$ cat config.mk
export PLATFORM = sky130hd
export DESIGN_NAME = msb_req_scheduler
export DESIGN_NICKNAME = d
export VERILOG_FILES = /design/src/rtl/msb_sched_pkg.sv /design/src/rtl/msb_pos_enc.sv /design/src/rtl/msb_req_scheduler.sv
export SDC_FILE = /design/constraint.sdc
export NUM_CORES = 1
export LEC_CHECK = 0
export ABC_CLOCK_PERIOD_IN_PS = 2040
export BUFFER_PORTS_ARGS = -buffer_cell sky130_fd_sc_hd__buf_2
export CAP_MARGIN = 20
export CORE_MARGIN = 2
export CORE_UTILIZATION = 55
export DETAILED_ROUTE_END_ITERATION = 12
export PLACE_DENSITY = 0.79
export SYNTH_ARGS = -nofsm -noshare
export SYNTH_HDL_FRONTEND = slang
export SYNTH_SLANG_ARGS = --single-unit
$ cat constraint.sdc
create_clock -name clk -period 2.04 [get_ports clk]
set_input_delay 0.204 -clock clk [delete_from_list [all_inputs] [get_ports clk]]
set_output_delay 0.204 -clock clk [all_outputs]
set_load 0.01 [all_outputs]
$ cat src/rtl/msb_sched_pkg.sv
`default_nettype none
// ============================================================================
//  Module      : msb_sched_pkg
//  Description : Shared sizing constants and state encoding for the
//                highest-bit-first request scheduler.
//  Revision    : 1.0 - initial release
// ============================================================================
package msb_sched_pkg;

    // Default request bitmap width and batch grant limit
    localparam int WIDTH      = 8;
    localparam int MAX_GRANTS = 3;
    localparam int POS_W      = $clog2(WIDTH);

    // Scheduler control states
    typedef enum logic [1:0] {
        IDLE  = 2'd0,
        GRANT = 2'd1,
        DONE  = 2'd2
    } state_t;

endpackage : msb_sched_pkg
`default_nettype wire

$ cat src/rtl/msb_pos_enc.sv
`default_nettype none
// ============================================================================
//  Module      : msb_pos_enc
//  Description : Combinational highest-set-bit encoder. pos is the index of
//                the most significant set bit; valid flags a non-zero input.
//  Revision    : 1.0 - initial release
// ============================================================================
module msb_pos_enc #(
    parameter int WIDTH = msb_sched_pkg::WIDTH,
    parameter int POS_W = msb_sched_pkg::POS_W
) (
    input  logic [WIDTH-1:0] vec,
    output logic [POS_W-1:0] pos,
    output logic             valid
);

    // Scan upward so the highest set bit is the last one to win
    always_comb begin
        pos   = '0;
        valid = 1'b0;
        for (int i = 0; i < WIDTH; i++) begin
            if (vec[i]) begin
                pos   = POS_W'(i);
                valid = 1'b1;
            end
        end
    end

endmodule : msb_pos_enc
`default_nettype wire

$ cat src/rtl/msb_req_scheduler.sv
`default_nettype none
// ============================================================================
//  Module      : msb_req_scheduler
//  Description : Accepts a request bitmap and grants up to MAX_GRANTS of its
//                set bits, highest position first, over a valid/ready grant
//                channel. Ends each batch with a one-cycle batch_done pulse
//                reporting how many set bits were left ungranted.
//  Revision    : 1.0 - initial release
// ============================================================================
module msb_req_scheduler
    import msb_sched_pkg::state_t;
    import msb_sched_pkg::IDLE;
    import msb_sched_pkg::GRANT;
    import msb_sched_pkg::DONE;
#(
    parameter int WIDTH      = msb_sched_pkg::WIDTH,
    parameter int MAX_GRANTS = msb_sched_pkg::MAX_GRANTS,
    parameter int POS_W      = msb_sched_pkg::POS_W
) (
    input  logic             clk,
    input  logic             rst,
    input  logic [WIDTH-1:0] req_vec,
    input  logic             req_valid,
    output logic             req_ready,
    output logic [POS_W-1:0] gnt_pos,
    output logic             gnt_valid,
    input  logic             gnt_ready,
    output logic             gnt_last,
    input  logic             abort,
    output logic             batch_done,
    output logic [POS_W:0]   drop_cnt
);

    // Counters hold values up to WIDTH, so they need one bit beyond POS_W
    localparam int CNT_W = POS_W + 1;

    state_t             state, state_n;
    logic [WIDTH-1:0]   pending, pending_n;
    logic [CNT_W-1:0]   grant_cnt, grant_cnt_n;
    logic [CNT_W-1:0]   set_cnt, set_cnt_n;

    logic [POS_W-1:0]   enc_pos;
    logic               enc_valid;
    logic [CNT_W-1:0]   req_popcnt;
    logic               pend_single;
    logic [WIDTH-1:0]   gnt_mask;
    logic               gnt_fire;

    // Highest pending requester is the next one to be granted
    msb_pos_enc #(
        .WIDTH (WIDTH),
        .POS_W (POS_W)
    ) u_pos_enc (
        .vec   (pending),
        .pos   (enc_pos),
        .valid (enc_valid)
    );

    // Number of set bits in the incoming request bitmap
    always_comb begin
        req_popcnt = '0;
        for (int i = 0; i < WIDTH; i++) begin
            req_popcnt = req_popcnt + CNT_W'(req_vec[i]);
        end
    end

    // Pending-register helpers: single-bit test and one-hot mask of the grant
    always_comb begin
        pend_single       = enc_valid && ((pending & (pending - WIDTH'(1))) == '0);
        gnt_mask          = '0;
        gnt_mask[enc_pos] = 1'b1;
    end

    // Output decode from registered state only
    always_comb begin
        req_ready  = (state == IDLE);
        gnt_valid  = (state == GRANT) && enc_valid;
        gnt_pos    = gnt_valid ? enc_pos : '0;
        gnt_last   = gnt_valid &&
                     ((grant_cnt == CNT_W'(MAX_GRANTS - 1)) || pend_single);
        gnt_fire   = gnt_valid && gnt_ready;
        batch_done = (state == DONE);
        drop_cnt   = '0;
        if (state == DONE) begin
            // Saturate so the difference can never wrap below zero
            drop_cnt = (set_cnt >= grant_cnt) ? (set_cnt - grant_cnt) : '0;
        end
    end

    // Next-state and next-register logic
    always_comb begin
        state_n     = state;
        pending_n   = pending;
        grant_cnt_n = grant_cnt;
        set_cnt_n   = set_cnt;
        case (state)
            IDLE: begin
                if (req_valid) begin
                    pending_n   = req_vec;
                    set_cnt_n   = req_popcnt;
                    grant_cnt_n = '0;
                    state_n     = (req_vec == '0) ? DONE : GRANT;
                end
            end
            GRANT: begin
                // A grant taken in the same cycle as abort still counts
                if (gnt_fire) begin
                    pending_n   = pending & ~gnt_mask;
                    grant_cnt_n = grant_cnt + CNT_W'(1);
                end
                if ((gnt_fire && gnt_last) || abort || !enc_valid) begin
                    state_n = DONE;
                end
            end
            DONE: begin
                state_n = IDLE;
            end
            default: begin
                state_n = IDLE;
            end
        endcase
    end

    // State and datapath registers with asynchronous reset
    always_ff @(posedge clk or posedge rst) begin
        if (rst) begin
            state     <= IDLE;
            pending   <= '0;
            grant_cnt <= '0;
            set_cnt   <= '0;
        end else begin
            state     <= state_n;
            pending   <= pending_n;
            grant_cnt <= grant_cnt_n;
            set_cnt   <= set_cnt_n;
        end
    end

endmodule : msb_req_scheduler
`default_nettype wire

---- Yosys cells after proc, flatten, opt, wreduce, memory -nomap -nowiden ----
Index checks and enable logic that the tools add are counted.
Widths: inputs -> output; s select.
cells by class
  $add $sub $neg .......................... 10
  order comparisons ....................... 3
  equal/unequal tests ..................... 6
  multiplexer cells ....................... 30
  bitwise logic cells ..................... 3
  reduce and logical (&&, ||, !) cells .... 17
operators with widths
  kind                 number
  $add 4x1->4          4
  $and 8x8->8          2
  $logic_not 8->1      2
  $mux 4               4
  $mux 8               2
  $pmux 8 s2           1
  $mux 3               5
  $mux 1               10
  $mux 2               5
  $not 8->8            1
  $pmux 4 s2           1
  $sub 8x1->8 const B  1
  $logic_and 1x1->1    6
  $add 3x1->4          1
  $add 4x1->4 const B  1
  $eq 4x2->1 const B   1
  $ge 4x4->1           1
  $lt 3x4->1 const B   1
  $ne 2x2->1 const B   2
  $pmux 2 s2           1
  $reduce_and 2->1     2
  $sub 4x4->4          1
  $add 2x1->3          1
  $demux 1 s3          1
  10 further kinds     12
word-level totals
  flip-flop bits (word level) ............. 18
  bits of input ports ..................... 13
  output and inout port bits .............. 11
  logic and storage cells ................. 73

---- Depth between registers and ports, before layout ----
  depth after elaboration ................. 16
  mapped depth ............................ 10
  gate-level depth less buffers ........... 10

---- Cells and area by module ----
From an unflattened synthesis, not the netlist that was laid out.
second synthesis, totals
  cells, all modules ...................... 165
  area total of the unflattened synthesis .. 1396.3 um^2
by module, submodules not included
  module             instances  cells an instance  area an instance (um^2)  sequential area each (um^2)
  msb_req_scheduler  1          153                1338.8                   450.4
  msb_pos_enc        1          12                 57.6                     0.0

---- Least setup slack after synthesis ----
Ideal clock, no wire load.
  kind .................................... input -> register
  from .................................... input req_vec[0]
  to ...................................... register set_cnt[2]
  setup time .............................. 0.083 ns
  arrival time ............................ 2.516 ns
  required time ........................... 1.957 ns
  setup slack ............................. -0.558 ns
  stages on the path ...................... 10
  buffers on the path ..................... 0
  path through ............................ fa_1 -> inv_1 -> fa_1 -> fa_1 -> inv_1 -> ha_1 -> inv_1 -> fa_1 -> xor2_1 -> o21ai_0
between the ends
  word-level cells in the longest chain between the ends .. 7
RTL lines
  element                   line                      source
  start, declared           msb_req_scheduler.sv:22   input logic [WIDTH-1:0] req_vec,
  $add 1x1->2               msb_req_scheduler.sv:63   req_popcnt = req_popcnt + CNT_W'(req_vec[i]);
  $add 2x1->3               msb_req_scheduler.sv:63
  $add 3x1->4               msb_req_scheduler.sv:63
  $add 4x1->4 (4 in a row)  msb_req_scheduler.sv:63
  end signal, assigned      msb_req_scheduler.sv:135  set_cnt <= set_cnt_n;
  end, declared             msb_req_scheduler.sv:40   logic [CNT_W-1:0] set_cnt, set_cnt_n;
Every way passes these cells.
A chain may end at the register's enable or synchronous reset.

---- Final worst setup path ----
  from .................................... input req_vec[0]
  to ...................................... register set_cnt[1]
The elaborated chain is that of the path after synthesis.

==> impl_metrics.toml <==
[sta]
rsz0062_at_grt = "yes"
final-setup-viol-count = 8
fmax_mhz = 412
max_slew_margin_pct = 54.0
fin_skew_ns = 0.00185
fin_crit_ns = 2.43
finalSetupTns_ns = -2.23
drv_slew = 0
holdWs_ns = -0.0157
period_share_pct = 119
worst_pin_slew_ns = 0.690
hold_viol = 18
layout_setup_ws_ns = -0.389

[floorplanning]
die_h_um = 53.5
floorplan.initialDensity_pct = 59.7
coreArea_um2 = 2250
die-area_um2 = 2860
die_x_um = 53.5
ioPinCount = 24
num_rows = 17

[clock_tree]
ctsHoldBuffers = 0
cts_tree = "built"
cts_made_buffers = 3
cts_buffer_depth = 2
clk_pin_slew_worst_paths_ns = 0.11
clk_latency_ns = 0.30
cts-root-buf = "clkbuf_4"
htree_levels = 1
clock_sinks = 18

[placed_design]
placement.setup.worst_slack_ns = -0.751
placed_cells = 208
place_congestion = 0.900
dp_hpwl_um = 2190
placed_cell_area_um2 = 1550
io_buffers = 23

[synth]
synth_area_um2 = 1350
synthCells = 152
yosysUniqueCellTypes = 37
synth_seq_cells = 18
synth_area_per_cell_um2 = 8.85
synth_nets = 180
ys_seq_area_share_pct = 33.5
synth_warnings = 0

[final_layout]
finish.utilization_pct = 76.7
final_nets = 222
drive_gt1_share_pct = 34.2
n_antenna_cell = 0
final_area_um2 = 1730
areaGrowthSynthToFinish_pct = 28.6
instances_no_fill = 221

[route]
wl_met1_um = 1440
firstDrtPassIters = 4
wl_per_cell_um = 15.2
vias = 1278
drt-initial-drc-count = 36
finalWirelength_um = 3350
dr_wl_met3_um = 150
postRouteAntennaNets = 0
avgViaCountPerCell = 5.78
topRoutingLayerUsed = "met4"
met2_length_um = 1680
drc = 0

[power]
switching_share_pct = 46.1
leakage_nw = 0.827
power_density_nw_per_um2 = 1390
total_power_mw = 2.40
p_sw_mw = 1.11
intPower_mw = 1.29
ir_drop_mv = 1.02
pwr-share-comb_pct = 60.1
power_frac_seq_pct = 30.4
clockPowerShare_pct = 9.5

[worst_setup_path]
cpMaxStageDelayCell = "fa_1"
crit_chain = "buf_6 > fa_1 > inv_2 > fa_1 > fa_1 > inv_2 > ha_4 > inv_2 > fa_2 > a21oi_2"
required_ns = 2.23
crit_family = "adder cells"
timing.critical_path.buf_inv = 4
start_kind = "input pin"
crit_path_end_kind = "register"
arrival_ns = 2.62
path_max_fanout = 2
max_stage_delay_ns = 0.55
crit_type = "input pin to register"

[outcome]
violations = "negative hold slack, negative setup slack"
run_status = "finished, violations left"

[grt]
grt_usage_pct = 25.1
antenna_found_initial = 0
grt_overflow = 0
grt_max_degree = 19
grt_pass1_vias = 1137
grt_pass1_wl_um = 5000

[flow_run]
cap_viol_max_count = 0

[worst_hold_path]
min_path_type = "input pin to async pin"
-- flip-flops by register name, indices dropped and copies added, names as in the netlist --
signal,flops
set_cnt,4
state,2
grant_cnt,4
pending,8
-- final timing paths --
kind                               from           end  slack [ns]  cells after the start
setup / recovery             req_vec[0]    set_cnt[1]       -0.39                     10
hold / removal                      rst  grant_cnt[2]       -0.02                      2
setup reg to reg           grant_cnt[0]      state[1]        0.38                      7
hold reg to reg            grant_cnt[3]  grant_cnt[3]        0.52                      1
max in group asynchronous           rst    pending[4]        1.58                      2
min in group clk                  abort      state[0]        0.20                      3
-- synth_stat cells --
cell type   n  share of area [%]
a22o_1      1               0.65
ha_1       10                9.3
mux2i_1     3                2.2
nand3_1     6                2.2
o21ai_0    10                3.7
o311ai_0    1               0.65
nor2b_1     2               0.93
a211oi_1    1               0.56
and2_1      3                1.4
a21oi_2     1               0.65
nor4_2      1               0.93
inv_1      23                6.4
nor3b_1     2                1.1
clkbuf_2    1               0.37
a311o_1     1               0.74
buf_2       2               0.74
nand2_1     8                2.2
a22oi_1     3                1.7
o22ai_1     1               0.47
nand3b_1    2                1.1
a21o_1      4                2.2
nor3_1      4                1.5
clkbuf_1    1               0.28
or4_1       1               0.56
a21oi_1     9                3.3
o21a_1      1               0.56
dfrtp_1    18                 33
fa_1        5                7.4
nand2b_1    1               0.47
a221oi_1    2                1.3
xor2_1      2                1.3
nand4_1     1               0.47
nor4_4      1                1.6
nor2_1     17                4.7
or4_4       1               0.84
xnor2_1     1               0.65
nor4b_2     1                1.1
-- what timing repair did --
| action | 4_1_cts | 5_1_grt |
|---|---|---|
| gates cloned | 0 | 0 |
| resized for setup | 16 | 10 |
| pin swaps | 5 | 3 |
| setup endpoints to repair | 9 | 12 |
| setup buffers | 6 | 3 |
-- worst reg2reg max path: stages (launching register included) --
cell and delay (ns):
dfrtp_1 0.41, buf_4 0.14, inv_1 0.07, ha_1 0.21, nand3_1 0.16, nand2_1 0.08
a311o_1 0.36, and2_1 0.15
-- per-layer routing --
layer | track usage, % | vias up
met2 | 41.8 | 45
met5 | 0 | -
met1 | 31.6 | 623
met4 | 14.5 | 0
met3 | 1.98 | 7
li1 | - | 603
-- placed cells by master, fill, tap and decap left out, types with 3 or more instances in the layout --
master,n
and2_1,3
o21ai_1,3
inv_2,4
nor2_1,15
inv_1,18
nand2_1,7
nand3_1,6
a21oi_2,4
o21ai_0,7
buf_6,3
a21o_1,4
a22oi_1,3
dfrtp_1,17
mux2i_1,3
a21oi_1,6
clkbuf_4,3
ha_1,8
nor3_1,4
fa_1,3
buf_2,20
buf_4,18
-- area by class of cell --
| cell class | instances | area (um^2) |
|---|---|---|
| Sequential cell | 18 | 452 |
| Timing Repair Buffer | 41 | 269 |
| Tap cell | 28 | 35.0 |
| Multi-Input combinational cell | 107 | 848 |
| Inverter | 23 | 88.8 |
| Fill cell | 169 | 526 |
| Clock buffer | 4 | 36.3 |
-- logic make-up (layout without fill, tap and decap cells) --
group | Yosys count | count (layout) | synth area share [%]
flops | 18 | 18 | 33.5
fa+ha+maj | 15 | 15 | 16.7
compound gates | 35 | 35 | 16.6
simple gates | 51 | 51 | 21.2
xor+xnor | 3 | 3 | 1.95
mux | 3 | 3 | 2.23
buf+inv | 27 | 68 | 7.81
-- power by group through the flow --
stage	Sequential (mW)	Clock, mW	Combinational [mW]
final	0.729	0.229	1.44
after floorplan	0.636	0	0.872
after detailed placement	0.717	0	1.12
after global placement	0.705	0	1.07
after global routing	0.747	0.246	1.59
after CTS	0.715	0.232	1.27
(Power assumes the default switching activity.)
